### src/rtl/uart_pkg.sv
// Shared UART definitions: FSM state encoding and default link parameters.
// Used by uart_tx now and by the receive side later.
package uart_pkg;

  localparam int DEFAULT_CLKS_PER_BIT = 868;
  localparam int UART_DATA_BITS       = 8;

  typedef enum logic [1:0] {
    IDLE  = 2'd0,
    START = 2'd1,
    DATA  = 2'd2,
    STOP  = 2'd3
  } uart_state_e;

endpackage

### src/rtl/uart_tx_if.sv
// Byte-stream valid/ready handshake between a producer and the UART transmitter.
interface uart_tx_if
  import uart_pkg::*;
#(
  parameter int DATA_BITS = UART_DATA_BITS
);

  logic [DATA_BITS-1:0] tx_data;
  logic                 tx_valid;
  logic                 tx_ready;

  modport master (
    output tx_data,
    output tx_valid,
    input  tx_ready
  );

  modport slave (
    input  tx_data,
    input  tx_valid,
    output tx_ready
  );

endinterface

### src/rtl/uart_tx_baud_counter.sv
// Bit-period counter: runs 0..CLKS_PER_BIT-1 and flags the last cycle of each bit.
module baud_counter #(
  parameter int CLKS_PER_BIT = 868
) (
  input  logic clk,
  input  logic reset,
  input  logic clear,
  output logic tick
);

  localparam int CNT_W = $clog2(CLKS_PER_BIT);

  logic [CNT_W-1:0] count;

  assign tick = (count == CNT_W'(CLKS_PER_BIT - 1));

  // NOTE: sequential state uses non-blocking assignments so every register
  // samples the pre-edge values of its neighbours.
  always_ff @(posedge clk) begin
    if (reset || clear) begin
      count <= '0;
    end else if (tick) begin
      count <= '0;
    end else begin
      count <= count + 1'b1;
    end
  end

endmodule

### src/rtl/uart_tx.sv
// 8N1 UART transmitter: accepts a byte over valid/ready and shifts it out
// LSB first between a low start bit and a high stop bit.
module uart_tx
  import uart_pkg::*;
#(
  parameter int CLKS_PER_BIT = DEFAULT_CLKS_PER_BIT,
  parameter int DATA_BITS    = UART_DATA_BITS
) (
  input  logic       clk,
  input  logic       reset,
  uart_tx_if.slave   s,
  output logic       tx,
  output logic       busy
);

  localparam int IDX_W = (DATA_BITS > 1) ? $clog2(DATA_BITS) : 1;

  uart_state_e          state_q, state_d;
  logic [DATA_BITS-1:0] shift_q, shift_d;
  logic [IDX_W-1:0]     idx_q, idx_d;
  logic                 tx_d;
  logic                 tick;
  logic                 accept;

  // Counter is held at zero while idle, so the start bit gets a full period.
  baud_counter #(
    .CLKS_PER_BIT (CLKS_PER_BIT)
  ) u_baud (
    .clk   (clk),
    .reset (reset),
    .clear (state_q == IDLE),
    .tick  (tick)
  );

  assign s.tx_ready = (state_q == IDLE);
  assign busy       = (state_q != IDLE);
  assign accept     = s.tx_valid && s.tx_ready;

  // NOTE: every output of this block gets a default first, so no path
  // through the case leaves a signal unassigned and no latch is inferred.
  always_comb begin
    state_d = state_q;
    shift_d = shift_q;
    idx_d   = idx_q;
    tx_d    = tx;
    unique case (state_q)
      IDLE: begin
        tx_d = 1'b1;
        if (accept) begin
          state_d = START;
          shift_d = s.tx_data;
          tx_d    = 1'b0;
        end
      end
      START: begin
        if (tick) begin
          state_d = DATA;
          idx_d   = '0;
          tx_d    = shift_q[0];
        end
      end
      DATA: begin
        if (tick) begin
          if (idx_q == IDX_W'(DATA_BITS - 1)) begin
            state_d = STOP;
            tx_d    = 1'b1;
          end else begin
            idx_d   = idx_q + 1'b1;
            shift_d = shift_q >> 1;
            tx_d    = shift_q[1];
          end
        end
      end
      STOP: begin
        if (tick) begin
          state_d = IDLE;
          tx_d    = 1'b1;
        end
      end
      default: begin
        state_d = IDLE;
        tx_d    = 1'b1;
      end
    endcase
  end

  // Reset wins over a same-edge handshake, dropping that byte.
  always_ff @(posedge clk) begin
    if (reset) begin
      state_q <= IDLE;
      shift_q <= '0;
      idx_q   <= '0;
      tx      <= 1'b1;
    end else begin
      state_q <= state_d;
      shift_q <= shift_d;
      idx_q   <= idx_d;
      tx      <= tx_d;
    end
  end

endmodule

### src/flat_wrapper.sv
// flat-port wrapper written by rule: the top's interface ports become plain ports
module uart_tx_flat import uart_pkg::*;
#(
  parameter int CLKS_PER_BIT = DEFAULT_CLKS_PER_BIT,
  parameter int DATA_BITS    = UART_DATA_BITS
)
  (clk, reset, tx, busy, s_tx_data, s_tx_valid, s_tx_ready);
  uart_tx_if #(.DATA_BITS(DATA_BITS)) s_i ();
  input  logic clk;
  input  logic reset;
  output logic tx;
  output logic busy;
  input wire logic [$bits(s_i.tx_data)-1:0] s_tx_data;
  input wire logic [$bits(s_i.tx_valid)-1:0] s_tx_valid;
  output wire logic [$bits(s_i.tx_ready)-1:0] s_tx_ready;
  assign s_i.tx_data = s_tx_data;
  assign s_i.tx_valid = s_tx_valid;
  assign s_tx_ready = s_i.tx_ready;
  uart_tx #(.CLKS_PER_BIT(CLKS_PER_BIT), .DATA_BITS(DATA_BITS)) u_core (.clk(clk), .reset(reset), .s(s_i), .tx(tx), .busy(busy));
endmodule
### config.mk
export PLATFORM = sky130hd
export DESIGN_NAME = uart_tx_flat
export DESIGN_NICKNAME = d
export VERILOG_FILES = /design/src/rtl/uart_pkg.sv /design/src/rtl/uart_tx_if.sv /design/src/rtl/uart_tx_baud_counter.sv /design/src/rtl/uart_tx.sv /design/src/flat_wrapper.sv
export SDC_FILE = /design/constraint.sdc
export NUM_CORES = 1
export LEC_CHECK = 0
export CORE_ASPECT_RATIO = 2
export CORE_MARGIN = 5
export CORE_UTILIZATION = 45
export CTS_CLUSTER_SIZE = 16
export DETAILED_ROUTE_END_ITERATION = 16
export GPL_TIMING_DRIVEN = 0
export PLACE_DENSITY = 0.7
export SLEW_MARGIN = 5
export SYNTH_ARGS = -nofsm -noshare
export SYNTH_HDL_FRONTEND = slang
export SYNTH_SLANG_ARGS = --single-unit
### constraint.sdc
create_clock -name clk -period 2.03 [get_ports clk]
set_clock_uncertainty 0.05 [all_clocks]
set_input_delay 0.203 -clock clk [delete_from_list [all_inputs] [get_ports clk]]
set_output_delay 0.203 -clock clk [all_outputs]
set_load 0.02 [all_outputs]
# Word level (Yosys, flattened, before mapping)
# Cells that the tools add are included.
# classes
n_addsub	2
multipliers	0
div	0
magnitude_cmp	0
n_eq_ne	11
shift	0
mux	20
n_bitwise	0
n_reduce_logical	11
# ops
op	count
$mux 8	3
$pmux 8 s2	1
$add 10x1->10 const B	1
$eq 10x10->1 const B	1
$mux 2	5
$mux 3	3
$ne 2x1->1 const B	4
$pmux 2 s4	1
$reduce_and 4->1	2
$pmux 3 s2	1
$reduce_bool 2->1	3
$mux 1	5
$reduce_and 5->1	1
$eq 2x2->1 const B	2
$ne 2x2->1 const B	2
$pmux 1 s4	1
$add 3x1->3 const B	1
$eq 3x3->1 const B	1
$reduce_and 3->1	1
$eq 2x1->1 const B	1
$logic_not 2->1	1
$reduce_or 2->1	1
$logic_and 1x1->1	1
$logic_or 1x1->1	1
# totals
regBits	24
latchBits	0
mem_bits_rw	0
mem_bits_ro	0
in_bits	11
output_inout_bits	3
elab_cells	49
n_memories	0

# Logic depth before layout (Yosys ltp)
# logic_depth
ltp_word	4
mapped_depth	7
mapped_depth_nobuf	6

# Hierarchy
# Synthesis repeated with hierarchy kept, for this count alone.
# hier_totals
hier_cells	132
area_unflattened_um2	1260.0
# modules_own_cells
mod	n_inst	cells_per_inst	area_each_um2	seq_area_each_um2
uart_tx	1	79	805.8	280.3
baud_counter	1	53	454.2	200.2

# Least setup slack after synthesis
# OpenSTA, ideal clock, no wires.
# synth_path
path_kind	reg2reg
start	register u_core.idx_q[0]
end	register u_core.shift_q[0]
setup_ns	0.134
t_arrival_ns	1.745
required_ns	1.846
path_slack_ns	0.101
stages_incl_launch_ff	8
n_path_buf	1
synth_period_minus_slack_ns	1.929
path_cell_list	dfxtp_1 > ha_1 > ha_1 > nand2b_1 > o41ai_4 > and2_1 > buf_2 > a211oi_1
# synth_via
elab_chain_len	3
# synth_rtl
element	line	text
from (decl)	uart_tx.sv:20	logic [IDX_W-1:0] idx_q, idx_d;
from (signal assigned)	uart_tx.sv:97	idx_q <= idx_d;
$eq 3x3->1	uart_tx.sv:64	if (idx_q == IDX_W'(DATA_BITS - 1)) begin
$ne 2x2->1 (no source line)	--	
$reduce_and 4->1 (no source line)	--	
to (signal assigned)	uart_tx.sv:96	shift_q <= shift_d;
to (decl)	uart_tx.sv:19	logic [DATA_BITS-1:0] shift_q, shift_d;
# Every way passes these cells.
# A chain may end at the register's enable or synchronous reset.

# Worst setup path in the final report
# layout_path
start	register u_core.state_q[0]
end	output port s_tx_ready
# layout_via
elab_chain_len	1
# layout_rtl
element	line	text
from (decl)	uart_tx.sv:18	uart_state_e state_q, state_d;
from (signal assigned)	uart_tx.sv:95	state_q <= state_d;
$logic_not 2->1	uart_tx.sv:35	assign s.tx_ready = (state_q == IDLE);
to (decl)	flat_wrapper.sv:15	output wire logic [$bits(s_i.tx_ready)-1:0] s_tx_ready;
# Every way passes these cells.

==> flow_metrics.tcl <==
set metrics [dict create \
    powerDensity_nw_per_um2 1264 \
    placedCellCount 174 \
    design_area_um2 1469 \
    syn2layout_area_growth_pct 19.92 \
    crit_buf_inv 2 \
    synth.distinct_cells 37 \
    antenna_found_initial 0 \
    synth-main-ff-cell "dfxtp_1" \
    crit_family "buffers and inverters" \
    num_rows 26 \
    die_area_um2 3929 \
    maxCapViolCount 0 \
    port_buffers 12 \
    viasPerCell 5.657 \
    drc 0 \
    hold_buffers 0 \
    yosys_warnings 0 \
    routed_wl_um 2692 \
    cts_tree "yes" \
    leakage_nw 0.5299 \
    setup_slack_ns 0.04166 \
    period_share 0.9795 \
    grt_pass1_wl_um 4650 \
    antenna_cells 0 \
    initial_core_util 0.4707 \
    path_cells "inv_1 -> ha_1 -> clkdlybuf4s50_1" \
    grt.overflow.total 0 \
    fin_crit_ns 1.988 \
    finalHoldViolCount 0 \
    ir_drop_v 0.0007052 \
    netlist_top_cells_count "dfxtp_1, nor2_1, a21oi_1, nand2_1" \
    start_kind "flip-flop" \
    cpPeakStageDelay_ns 0.67 \
    nFillCells 260 \
    yosysMostFrequentCell "dfxtp_1" \
    status "finished clean" \
    io_pins 14 \
    syn_nets 153 \
    die_y_um 83.79 \
    grt.total_usage 0.1588 \
    hold_class "in -> reg" \
    synthCells 134 \
    finalSetupViolCount 0 \
    place_hpwl_um 2050 \
    synthArstFlopShare 0 \
    clkLatencyLatePin_ns 0.26 \
    drive_gt1_frac 0.1438 \
    yosysSeqAreaShare 0.3922 \
    path_class "reg -> out" \
    synth_edf_count 0 \
    cp.arrival_ns 1.74 \
    cts.clk_slew.worst_paths_ns 0.08 \
    cts_buffers 3 \
    gp_congestion 0.7825 \
    post-place-ws_ns -0.2034 \
    fmax_mhz 502.9 \
    via_count 1024 \
    cts_htree_levels 1 \
    layout.nets 174 \
    worst_slew_pin_slew_ns 0.4539 \
    critPathSlowestCell "clkdlybuf4s50_1" \
    drt_iter0_drc 10 \
    synthTopCellsByArea "dfxtp_1, ha_1, nor2_1" \
    dr.pass1.iters 4 \
    final_util 0.5644 \
    cp_max_fo 7 \
    avgSynthCellArea_um2 9.141 \
    netlist_area_um2 1225 \
    core_um2 2603 \
    ant_nets 0 \
    cp-end-kind "primary output" \
    rsz0062_at_grt "yes" \
    root_buffer "clkbuf_8" \
    wl_per_cell_um 14.87 \
    grt_pass1_vias 1097 \
    hold_slack_ns 0.1467 \
    max-slew-margin-rel 0.6974 \
    yosys.area.top_type "dfxtp_1" \
    synth_seq_cells 24 \
    worstPathRequired_ns 1.78 \
    final_cells 181 \
    slew_viol_final 0 \
    grt_max_degree 13 \
    clock-sinks 24 \
    synth_top_area_frac 0.3922 \
    clockBufferDepth 2 \
    place_area_um2 1380 \
    die_w_um 46.89 \
]
==> worst paths after layout <==
kind                                                startpoint                        endpoint  slack [ns]  cells past startpoint
worst min register to register          u_core.tx$_SDFFE_PP1P_          u_core.tx$_SDFFE_PP1P_        0.43                      1
worst max-delay path            u_core.state_q[0]$_SDFFE_PP0P_                      s_tx_ready        0.04                      3
worst min-delay path                                     reset  u_core.shift_q[1]$_SDFFE_PP0P_        0.15                      2
worst max register to register  u_core.state_q[0]$_SDFFE_PP0P_  u_core.state_q[0]$_SDFFE_PP0P_        0.05                      6
==> where the power goes <==
part,switching [W],internal (W),total [W]
sequential,0.0000643,0.000570,0.000635
clock,0.000147,0.000133,0.000279
combinational,0.000496,0.000447,0.000943
==> logic make-up (layout without fill, tap and decap cells) <==
kind of cell | after synthesis | in the layout | share of synthesized area
simple gates | 48 | 48 | 0.1971
compound gates | 30 | 30 | 0.1798
flops | 24 | 24 | 0.3922
buf+inv | 9 | 28 | 0.03472
fa+ha+maj | 8 | 8 | 0.08172
xor+xnor | 8 | 8 | 0.05720
mux | 7 | 7 | 0.05720
==> timing repair <==
action	4_1_cts	5_1_grt
setup endpoints to repair	11	12
resized for setup	4	4
pin swaps	1	0
buffers inserted	4	0
==> registers in the layout, summed over array words and instances, names as in the netlist <==
name and cells:
u_core.u_baud.count 10, u_core.state_q 2, u_core.shift_q 8, u_core.tx 1, u_core.idx_q 3
==> through the flow <==
| stage | power (W) | TNS, ns |
|---|---|---|
| after floorplan | 0.001232 | 0 |
| after global placement | 0.001448 | -1.124 |
| after detailed placement | 0.001475 | -1.439 |
| after CTS | 0.001858 | 0 |
| after global routing | 0.001993 | -0.05393 |
| final | 0.001857 | 0 |
==> cell usage in the layout, fill, tap and decap left out, drive strengths merged, types with 2 or more instances in the layout <==
cell / synthesis / final
nor2: 19 / 19
ha: 8 / 8
inv: 4 / 4
xnor2: 6 / 6
a21oi: 9 / 9
a211oi: 8 / 8
o21ai: 4 / 4
o31ai: 2 / 2
xor2: 2 / 2
nand3: 5 / 5
nand2: 9 / 9
buf: 3 / 6
clkbuf: 2 / 6
dfxtp: 24 / 24
or3: 2 / 2
clkdlybuf4s50: 0 / 12
mux2i: 7 / 7
nand2b: 3 / 3
==> area by class of cell <==
| class | count | area, um^2 | area share |
|---|---|---|---|
| Tap cell | 28 | 35.03 | 0.02385 |
| Multi-Input combinational cell | 101 | 715.7 | 0.4872 |
| Timing Repair Buffer | 16 | 150.1 | 0.1022 |
| Inverter | 4 | 15.01 | 0.01022 |
| Sequential cell | 24 | 483.0 | 0.3288 |
| Clock buffer | 3 | 41.29 | 0.02811 |
| Buffer | 5 | 28.78 | 0.01959 |
==> layer usage <==
metal / track usage / wire length (um) / up-vias / part of all wire
li1: - / - / 517 / -
met1: 0.1485 / 984 / 489 / 0.37
met2: 0.2986 / 1578 / 14 / 0.59
met3: 0.02808 / 77 / 4 / 0.029
met4: 0.07053 / 53 / 0 / 0.020
met5: 0 / 0 / - / 0
Note: power is estimated with default switching activity, not from simulation.
==> RTL edit 1 (config.mk and constraints unchanged) <==
Encoding of `uart_state_e`: now Gray code (2 bits for 4 states).
--- a/src/rtl/uart_pkg.sv
+++ b/src/rtl/uart_pkg.sv
@@ -6,10 +6,10 @@
   localparam int UART_DATA_BITS       = 8;
 
   typedef enum logic [1:0] {
-    IDLE  = 2'd0,
-    START = 2'd1,
-    DATA  = 2'd2,
-    STOP  = 2'd3
+    IDLE  = 2'b00,
+    START = 2'b01,
+    DATA  = 2'b11,
+    STOP  = 2'b10
   } uart_state_e;
 
 endpackage
Behaviour: no difference found for any inputs over 10 cycles, from zero or initial values and one cycle with reset high; not proved beyond that.
==> RTL edit 1 against the unedited design <==
  * The run now ends with negative setup slack left
  * Fmax decreased by 5.8%
  * Worst hold slack improved by 0.28 ns
  * Routed wire length increased by 3.9%
  * Core utilization increased by 2.4 points
  * Critical path depth increased by 2
  * Non-clock buffer count increased by 1
  * Setup slack got worse by 0.12 ns
  * Sequential cell count unchanged
  * Design area increased by 1.7%
  * Highest routed layer unchanged
  * Synthesized area decreased by 4.9%
  * Register-to-register slack got worse by 0.13 ns
Power is not compared: it rests on default switching activity, and its combinational part moved more than twofold at a synthesized area within 25%.
==> RTL edit 1: results (changes against the unedited design) <==
Reg clk slew, reported paths -> 0.09 ns
CTS H-tree lvls -> 1 (unchanged)
Cells after synthesis -> 137 (+2.2%)
Share of layout cells above drive strength 1 -> 16.67% (+2.3 points)
Grt met1 use -> 15.55% (+0.70 points)
First-pass GRT wire length -> 4.567 mm (-1.8%)
Vias/cell -> 5.793 (+2.4%)
Fill cells -> 244 (-6.2%)
Top flop regs -> u_core.u_baud.count (10), u_core.shift_q (8), u_core.idx_q (3)
Register area share after synthesis -> 41.25% (+2.0 points)
Max clock buf depth -> 2 (unchanged)
DP Worst Slack -> -0.1418 ns (+0.06156 ns)
LEAKAGE -> 0.5142 nW
M3 GR Usage -> 2.851% (+0.043 points)
Pin count of the biggest net entering global routing -> 15 (+2)
Async S/R FF share, synth -> 0% (unchanged)
ANT cells -> 0 (unchanged)
Final Slew Violations -> 0 (unchanged)
Post-synth top area cell -> dfxtp_1
WL final -> 2.797 mm (+3.9%)
Routed via count -> 1066 (+4.1%)
Clock root buffer -> clkbuf_8
Least-Margin Pin Slew -> 0.8072 ns (+0.3533 ns)
Worst-Skew Late Latency -> 0.27 ns
Violated checks -> negative setup slack
Setup ws final -> -0.08164 ns (-0.1233 ns)
# DRC -> 0 (unchanged)
# setup viols final -> 6 (+6)
Synth Warn # -> 0 (unchanged)
Setup TNS -> -0.3547 ns (-0.3547 ns)
Critical-path maximum fanout -> 10 (+3)
Initial antenna violation count -> 0 (unchanged)
NumNets Final -> 171 (-1.7%)
Met2 Use GR -> 30.94% (+1.1 points)
Syn nets -> 151 (-1.3%)
Internal power -> 0.8026 mW
Min-Delay Path Class -> register to register
Synth area leaders -> dfxtp_1 41%, nor2_1 8.7%, a311oi_1 6.0%
RePlAce Congestion -> 0.7675 (-1.9%)
Buffers on Ports -> 13 (+1)
Status -> finished with violations
Worst EP arrival -> 2.19 ns (+0.45 ns)
Num CTS Buffers -> 3 (unchanged)
DP HPWL -> 1.940 mm (-5.3%)
Yosys cell types -> 31 (-16%)
Placed cells -> 178 (+2.3%)
DR iter-0 viols -> 20 (+10)
All-Layer GR Usage -> 16.13% (+0.25 points)
Top cells by count, synth -> 27 x nor2_1, 24 x dfxtp_1, 13 x inv_1
DR pass1 iterations -> 4 (unchanged)
Worst vdd rail ir drop -> 0.4347 mV
[RTL edit 1: power groups by stage]
| stage | Clock, mW | Combinational [mW] | Sequential, mW |
|---|---|---|---|
| floorplan | 0 | 0.0550 | 0.506 |
| global placement | 0 | 0.0988 | 0.505 |
| detailed placement | 0 | 0.100 | 0.506 |
| CTS | 0.428 | 0.101 | 0.493 |
| global route | 0.450 | 0.119 | 0.494 |
| finish | 0.419 | 0.106 | 0.493 |
[RTL edit 1: per-stage QoR]
stage / utilization [%] / hold slack (ns) / cell area, sq um
2_1_floorplan: - / 0.2251 / 1166
3_3_place_gp: 52.47 / 0.3913 / 1331
3_5_place_dp: 52.47 / 0.4065 / 1331
4_1_cts: 57.10 / 0.4281 / 1449
5_1_grt: 58.88 / 0.4543 / 1494
6_report: 58.88 / 0.4287 / 1494
[RTL edit 1: logic make-up after synthesis]
logic type      count (synthesis)  share of synthesized area (%)
simple gates                   55                          22.02
compound gates                 26                          19.44
flops                          24                          41.25
buf+inv                        20                          7.197
xor+xnor                        8                          6.015
fa+ha+maj                       3                          3.223
mux                             1                         0.8593
[RTL edit 1: worst paths after layout]
path	startpoint	end	depth (start not counted)
max	u_core.u_baud.count[4]	u_core.shift_q[6]	5
min	u_core.shift_q[0]	u_core.shift_q[0]	2
max reg2reg	u_core.u_baud.count[4]	u_core.shift_q[6]	5
min reg2reg	u_core.shift_q[0]	u_core.shift_q[0]	2
[RTL edit 1: cell type report]
type	count	area, sq um	area share [%]
Multi-Input combinational cell	93	660.6	44.22
Sequential cell	24	488.0	32.66
Timing Repair Buffer	17	160.2	10.72
Inverter	13	48.80	3.266
Clock buffer	3	41.29	2.764
Tap cell	28	35.03	2.345
Clock inverter	1	30.03	2.010
Buffer	5	30.03	2.010
[RTL edit 1: metal layers]
layer	routed length, um	share of wire, %
met1	1022	37
met2	1628	58
met3	80	2.9
met4	65	2.3
met5	0	0
[RTL edit 1: what timing repair did]
item                                    4_1_cts  5_1_grt
buffers inserted                              3        1
endpoints found under the setup margin        7       25
cloned                                        0        0
pin swaps                                     0        3
gates resized for setup                       8       11
[RTL edit 1: critical path, stage by stage (launching register included)]
cell      delay [ns]
dfxtp_2         0.34
or4_4           0.53
or4_4           0.58
buf_8           0.17
a221oi_4        0.23
a311oi_1        0.07
==> RTL edit 2 (same settings) <==
Without the edit above. `UART_DATA_BITS`: 8 -> 16.
--- a/src/rtl/uart_pkg.sv
+++ b/src/rtl/uart_pkg.sv
@@ -3,7 +3,7 @@
 package uart_pkg;
 
   localparam int DEFAULT_CLKS_PER_BIT = 868;
-  localparam int UART_DATA_BITS       = 8;
+  localparam int UART_DATA_BITS       = 16;
 
   typedef enum logic [1:0] {
     IDLE  = 2'd0,
Ports: changed (resized s_tx_data); port bits go from 14 to 22. The function was not compared with the original's and may differ.
==> RTL edit 2 against the unedited design <==
  * The flow now finishes with violations (negative setup slack)
  * Sequential cell count rose by 9
  * Total power rose by 65%
  * Setup slack got worse by 0.13 ns
  * Routed wire length rose by 47%
  * Highest routed layer unchanged
  * Synthesized area rose by 36%
  * Design area rose by 53%
  * Global-route usage rose by 1.7 points
==> RTL edit 2: results (changes against the unedited design) <==
Status -> finished with violations
Violated checks -> negative setup slack
DR iter-0 viols -> 25 (+15)
CTS resizes -> 20 (+16)
Placement Cell Area -> 1952 sq um (+41%)
Non-Filler Instances -> 269 (+49%)
Fraction of standard cell area in multi-input logic -> 45.61% (-3.1 points)
Clkbuf count -> 7 (+4)
Vias/cell -> 5.465 (-3.4%)
Switching power total -> 1.180 mW (+67%)
Worst vdd rail ir drop -> 1.021 mV (+45%)
Synthesized area per cell -> 9.150 sq um (about the same)
LEAKAGE -> 0.7805 nW (+47%)
Synth area leaders -> dfxtp_1 40%, mux2i_1 8.4%, a21oi_1 6.9%
CTS H-tree lvls -> 2 (+1)
Post-CTS Setup Bufs -> 5 (+1)
# setup viols final -> 19 (+19)
Multi-input gate area -> 1027 sq um (+44%)
Setup ws final -> -0.09296 ns (-0.1346 ns)
Inverters -> 5 (+1)
Top flop regs -> u_core.shift_q (16), u_core.u_baud.count (10), u_core.idx_q (4)
Critical-path maximum fanout -> 5 (-2)
HP Start -> u_core.tx
Worst EP arrival -> 2.29 ns (+0.55 ns)
DP HPWL -> 2.790 mm (+36%)
Slowest-stage cell, CP -> or4b_4
Min-Delay Path Class -> register to register
Setup TNS -> -1.411 ns (-1.411 ns)
-- RTL edit 2: cell count changes in the layout (fill, tap and decap cells not counted), sizes merged, moves of 2 or more --
cell	unedited run	this run
or2b	0	2
nand2b	3	1
clkbuf	6	12
mux2i	7	14
nor2	19	14
buf	6	14
nand3	5	9
clkdlybuf4s50	12	20
nor3	1	3
a21oi	9	23
dfxtp	24	33
or3	2	4
a211oi	8	15
-- RTL edit 2: metal layers --
layer  vias to the layer above  wire, um  GRT usage, %
met4                         0       112         9.168
met1                       687      1453         16.75
li1                        742         -             -
met5                         -         0             0
met3                        13       137         4.341
met2                        28      2254         32.88
-- RTL edit 2: cells by family after synthesis --
kind of cell / count (synthesis) / synth area share [%]
flops: 33 / 39.67
compound gates: 53 / 21.04
fa+ha+maj: 7 / 5.259
simple gates: 52 / 16.60
buf+inv: 15 / 4.808
mux: 14 / 8.414
xor+xnor: 8 / 4.208
